==> src/rtl/skeleton_math_sequencer.sv <==
// skeleton_math_sequencer
// Host-side sequencer for the single-cycle math test skeleton. It takes an
// operand pair {B, A} from a valid/ready stream and writes A to address 0 and
// B to address 1. It then pulses the start trigger and waits for the
// skeleton's RDY flag, with a timeout guard. The captured result word, or a
// timeout error, is returned on a valid/ready result stream.
module skeleton_math_sequencer #(
   parameter int BITWIDTH_IN  = 8,
   parameter int BITWIDTH_SYS = 16,
   parameter int BITWIDTH_ADR = 6,
   parameter int TIMEOUT_CYC  = 255
) (
   input  logic                     CLK_SYS,
   input  logic                     RST,
   input  logic                     EN,
   input  logic                     S_VALID,
   output logic                     S_READY,
   input  logic [2*BITWIDTH_IN-1:0] S_DATA,
   output logic                     M_VALID,
   input  logic                     M_READY,
   output logic [BITWIDTH_SYS-1:0]  M_DATA,
   output logic                     M_ERR,
   output logic                     SKL_EN,
   output logic                     SKL_TRGG,
   output logic                     SKL_RNW,
   output logic [BITWIDTH_ADR-1:0]  SKL_ADR,
   output logic [BITWIDTH_SYS-1:0]  SKL_DATA_IN,
   input  logic [BITWIDTH_SYS-1:0]  SKL_DATA_OUT,
   input  logic                     SKL_RDY,
   output logic                     BUSY,
   output logic [15:0]              CNT_DONE
);

   localparam int CW = (TIMEOUT_CYC < 2) ? 1 : $clog2(TIMEOUT_CYC + 1);

   typedef enum logic [2:0] {
      IDLE,
      WR_A,
      WR_B,
      TRIG,
      WAIT_BUSY,
      WAIT_RDY,
      ABORT,
      OUT
   } state_t;

   state_t                 state;
   logic [BITWIDTH_IN-1:0] op_a;
   logic [BITWIDTH_IN-1:0] op_b;
   logic [CW-1:0]          tmo_cnt;

   // Sequencer FSM: operand latch, timeout counting, result capture and done counter
   always_ff @(posedge CLK_SYS or posedge RST) begin
      if (RST) begin
         state    <= IDLE;
         op_a     <= '0;
         op_b     <= '0;
         tmo_cnt  <= '0;
         M_DATA   <= '0;
         M_ERR    <= 1'b0;
         CNT_DONE <= '0;
      end else if (!EN) begin
         // Any pending result is dropped. CNT_DONE keeps its value.
         state <= IDLE;
      end else begin
         case (state)
            IDLE: begin
               if (S_VALID) begin
                  op_a  <= S_DATA[BITWIDTH_IN-1:0];
                  op_b  <= S_DATA[2*BITWIDTH_IN-1:BITWIDTH_IN];
                  state <= WR_A;
               end
            end
            WR_A: state <= WR_B;
            WR_B: state <= TRIG;
            TRIG: begin
               tmo_cnt <= '0;
               state   <= WAIT_BUSY;
            end
            WAIT_BUSY: begin
               // The counter restarts on entry to WAIT_RDY. The RDY timeout
               // therefore counts only the cycles spent in WAIT_RDY.
               if (!SKL_RDY) begin
                  tmo_cnt <= '0;
                  state   <= WAIT_RDY;
               end else if (tmo_cnt == CW'(1)) begin
                  state <= ABORT;
               end else begin
                  tmo_cnt <= tmo_cnt + 1'b1;
               end
            end
            WAIT_RDY: begin
               if (SKL_RDY) begin
                  M_DATA <= SKL_DATA_OUT;
                  M_ERR  <= 1'b0;
                  state  <= OUT;
               end else if (tmo_cnt == CW'(TIMEOUT_CYC - 1)) begin
                  state <= ABORT;
               end else begin
                  tmo_cnt <= tmo_cnt + 1'b1;
               end
            end
            ABORT: begin
               M_DATA <= '0;
               M_ERR  <= 1'b1;
               state  <= OUT;
            end
            OUT: begin
               if (M_READY) begin
                  if (!M_ERR) CNT_DONE <= CNT_DONE + 16'd1;
                  state <= IDLE;
               end
            end
            default: state <= IDLE;
         endcase
      end
   end

   // Moore decode of the skeleton bus and stream flags from the state register
   always_comb begin
      S_READY     = 1'b0;
      SKL_TRGG    = 1'b0;
      SKL_RNW     = 1'b1;
      SKL_ADR     = '0;
      SKL_DATA_IN = '0;
      SKL_EN      = EN & ~RST;
      case (state)
         // While EN is low, S_READY is held low so that no pair is accepted and then lost.
         IDLE: S_READY = EN & ~RST;
         WR_A: begin
            SKL_RNW = 1'b0;
            SKL_DATA_IN[BITWIDTH_SYS-1 -: BITWIDTH_IN] = op_a;
         end
         WR_B: begin
            SKL_RNW = 1'b0;
            SKL_ADR = BITWIDTH_ADR'(1);
            SKL_DATA_IN[BITWIDTH_SYS-1 -: BITWIDTH_IN] = op_b;
         end
         TRIG:    SKL_TRGG = 1'b1;
         ABORT:   SKL_EN   = 1'b0;
         default: ;
      endcase
      M_VALID = (state == OUT);
      BUSY    = (state != IDLE);
   end

endmodule

==> config.mk <==
export PLATFORM = sky130hd
export DESIGN_NAME = skeleton_math_sequencer
export DESIGN_NICKNAME = d
export VERILOG_FILES = /design/src/rtl/skeleton_math_sequencer.sv
export SDC_FILE = /design/constraint.sdc
export NUM_CORES = 1
export LEC_CHECK = 0
export ABC_CLOCK_PERIOD_IN_PS = 4300
export CORE_UTILIZATION = 45
export DETAILED_ROUTE_END_ITERATION = 8
export GPL_TIMING_DRIVEN = 0
export PLACE_DENSITY = 0.79
export SLEW_MARGIN = 40
export SYNTH_ARGS = -nofsm -noshare
export SYNTH_HDL_FRONTEND = slang
export SYNTH_SLANG_ARGS = --single-unit
==> constraint.sdc <==
create_clock -name CLK_SYS -period 4.3 [get_ports CLK_SYS]
set_input_delay 1.075 -clock CLK_SYS [delete_from_list [all_inputs] [get_ports CLK_SYS]]
set_output_delay 1.075 -clock CLK_SYS [all_outputs]
set_load 0.01 [all_outputs]
==> impl_metrics.yaml <==
cts:
  cts_max_level: 3
  insertion_delay_ns: 0.35
  cts_buffer_depth: 2
  cts_root_buffer: "clkbuf_8"
  cts-hold-fix-buffers: 0
  cts_resized: 0
  tritoncts: "done"
  post_cts_buffers: 0
  numCtsBuffers: 9
  clk_pin_slew_ns: 0.05
  cts.sinks: 60
grt:
  grt_use_total_pct: 21.8
  grt_overflow: 0
  grt_max_degree: 41
  grtUsageMet2_pct: 35.4
  grt_pass1_wl_um: 10900
  antenna_found_initial: 0
  use_met3_pct: 6.48
  busiest_layer: "met2"
  grtUsageMet1_pct: 27.2
  grt_pass1_vias: 2315
floorplanning:
  die_w_um: 82.5
  io_pins: 99
  fp.dieH_um: 82.5
  rows: 28
  dieArea_mm2: 0.00681
  core_mm2: 0.00610
  start_util_pct: 47.9
power:
  intPower_w: 0.00148
  power_frac_comb_pct: 38.0
  p_clk_share_pct: 23.9
  p_leak_nw: 1.87
  power_density_mw_per_mm2: 521
  p_sw_w: 0.000670
  power.share.switching_pct: 31.1
  seqPwrFrac_pct: 38.0
  ir_worst_vdd_mv: 0.354
cells_and_area:
  postLayoutCellArea_mm2: 0.00413
  drive_gt1_share_pct: 10.6
  fill_cells: 493
  final_nets: 417
  syn_to_final_growth_pct: 41.6
  diodes: 0
drt:
  drt_wl_total_um: 6830
  vias_per_cell: 5.29
  vias: 2402
  drtPass1Iterations: 4
  ant_nets: 0
  drcViolationCount: 0
  drt-initial-drc-count: 166
  wl_per_cell_um: 15.0
timing:
  fin_crit_sh_pct: 92.0
  skew_ns: 0.0123
  relSlewSlack_pct: 56.4
  worst_slack_ns: 0.344
  max_freq_mhz: 253
  layout_min_cycle_time_ns: 3.96
  rsz0062_at_grt: "no"
  finalSetupViolations: 0
  tightestPinTransition_ns: 0.648
  slew_viol_final: 0
  whs_ns: 0.492
  hold_violations: 0
synth:
  ys_async_sr_fraction_pct: 100
  synthAdderAreaFrac_pct: 1.72
  synth_edf_count: 0
  yosys-top-cells-area: "dfrtp_1 51%, mux2_1 6.2%, a22o_1 4.8%"
  synth_area_mm2: 0.00292
  ys_ff_latch: 60
  synth_top_flop_cell: "dfrtp_1"
  ys_types: 47
  synthSimpleGateAreaFrac_pct: 16.0
  synth.avg_cell_area_um2: 11.0
  synth_top_area_share_pct: 51.5
  synthTopCellsByCount: "60 x dfrtp_1, 22 x nor2_1, 16 x a22o_1, 16 x mux2_1, 15 x nand2_1"
  synth_compound_gate_area_share_pct: 12.8
  yosysMostFrequentCell: "dfrtp_1"
  synth_top_family_by_area: "simple AND/OR/NAND/NOR gates"
  muxShareOfSynthArea_pct: 6.90
  synth_xor_area_share_pct: 4.50
  yosysSeqAreaShare_pct: 51.5
  syn_inst: 266
  synth_warnings: 0
  yosys.area.top_type: "dfrtp_1"
setup_path:
  critical_path_class: "in2out"
  start_kind: "primary input"
  end_kind: "output port"
  worst-path-max-fanout: 10
  cp.required_ns: 3.22
  cp.arrival_ns: 2.88
placement:
  dp_slack_ns: 0.351
  place_congestion: 0.823
  port_buffers: 85
  place_area_mm2: 0.00393
  hpwl_um: 4830
job:
  cap_violations: 0
status:
  status: "finished, final reports clean"
hold_path:
  hold_class: "reg2reg"
## power by group through the flow
stage	logic (W)	registers, W	clock network, W
final	0.000819	0.000818	0.000515
after global routing	0.000894	0.000840	0.000552
after CTS	0.000824	0.000816	0.000521
after detailed placement	0.000820	0.000821	0
after global placement	0.000796	0.000816	0
after floorplan	0.000406	0.000837	0
## sequential cells by signal (all words and copies together), names as in the netlist
register / count
tmo_cnt: 8
state: 3
M_ERR: 1
op_a: 8
op_b: 8
M_DATA: 16
CNT_DONE: 16
## cell usage in the layout (no fill, tap or decap), drive strengths merged, types with 2 or more instances in the layout
cell / instances
mux2: 17
and4: 2
nand4: 9
conb: 13
or3: 6
nand3: 8
xor2: 5
and3b: 2
o21ai: 4
inv: 8
nor3: 3
nor2: 23
o31ai: 3
nand2: 15
xnor2: 10
ha: 4
clkinv: 3
clkdlybuf4s50: 85
clkbuf: 18
buf: 19
dfrtp: 60
a22oi: 8
and3: 5
a21o: 2
a41oi: 2
a21oi: 9
nor2b: 5
or4: 2
a22o: 16
## layer usage
| metal | up-vias | part of all wire, % |
|---|---|---|
| li1 | 1140 | - |
| met1 | 1162 | 42 |
| met2 | 89 | 48 |
| met3 | 11 | 7.5 |
| met4 | 0 | 1.7 |
| met5 | - | 0 |
## cell type report
cell class                 instances  area (um2)  share of cell area [%]
buffer                            25         159                    3.85
tap                               75        93.8                    2.27
multi-input combinational        185        1270                    30.8
sequential                        60        1500                    36.4
clock buffer                      11         151                    3.67
inverter                           8        32.5                   0.788
clock inverter                     4        48.8                    1.18
timing repair buffer              86         871                    21.1
## worst paths after layout
| path | depth (start not counted) | startpoint | slack [ns] | end |
|---|---|---|---|---|
| worst max-delay path | 5 | EN | 0.34 | SKL_EN |
| worst min-delay path | 1 | op_b[7] | 0.49 | op_b[7] |
| worst max register to register | 7 | state[1] | 2.08 | M_DATA[1] |
| worst min register to register | 1 | op_b[7] | 0.49 | op_b[7] |
| max in group asynchronous | 3 | RST | 2.78 | tmo_cnt[0] |
| min in group asynchronous | 2 | RST | 1.04 | op_b[4] |
## worst max-delay path: stages
cell	delay, ns
clkdlybuf4s50_1	0.50
clkbuf_1	0.40
nand2_1	0.17
a21oi_1	0.17
clkdlybuf4s50_1	0.56
## kinds of logic after synthesis
logic type / after synthesis
flip-flops: 60
XOR/XNOR: 15
other: 1
AO/OA/AOI/OAI: 50
adder cells (fa/ha/maj): 4
multiplexers: 18
buffers and inverters: 33
AND/OR/NAND/NOR: 85
## metrics by stage
stage                     setup TNS [ns]  instances  util (%)  power, W
after floorplan                        0        278         -   0.00124
after global placement             -1.94        438      64.1   0.00161
after detailed placement               0        439      64.5   0.00164
after CTS                              0        454      67.8   0.00216
after global routing                   0        454      67.8   0.00229
final                                  0        454      67.8   0.00215
No activity file was read; power rests on OpenSTA's default activity.
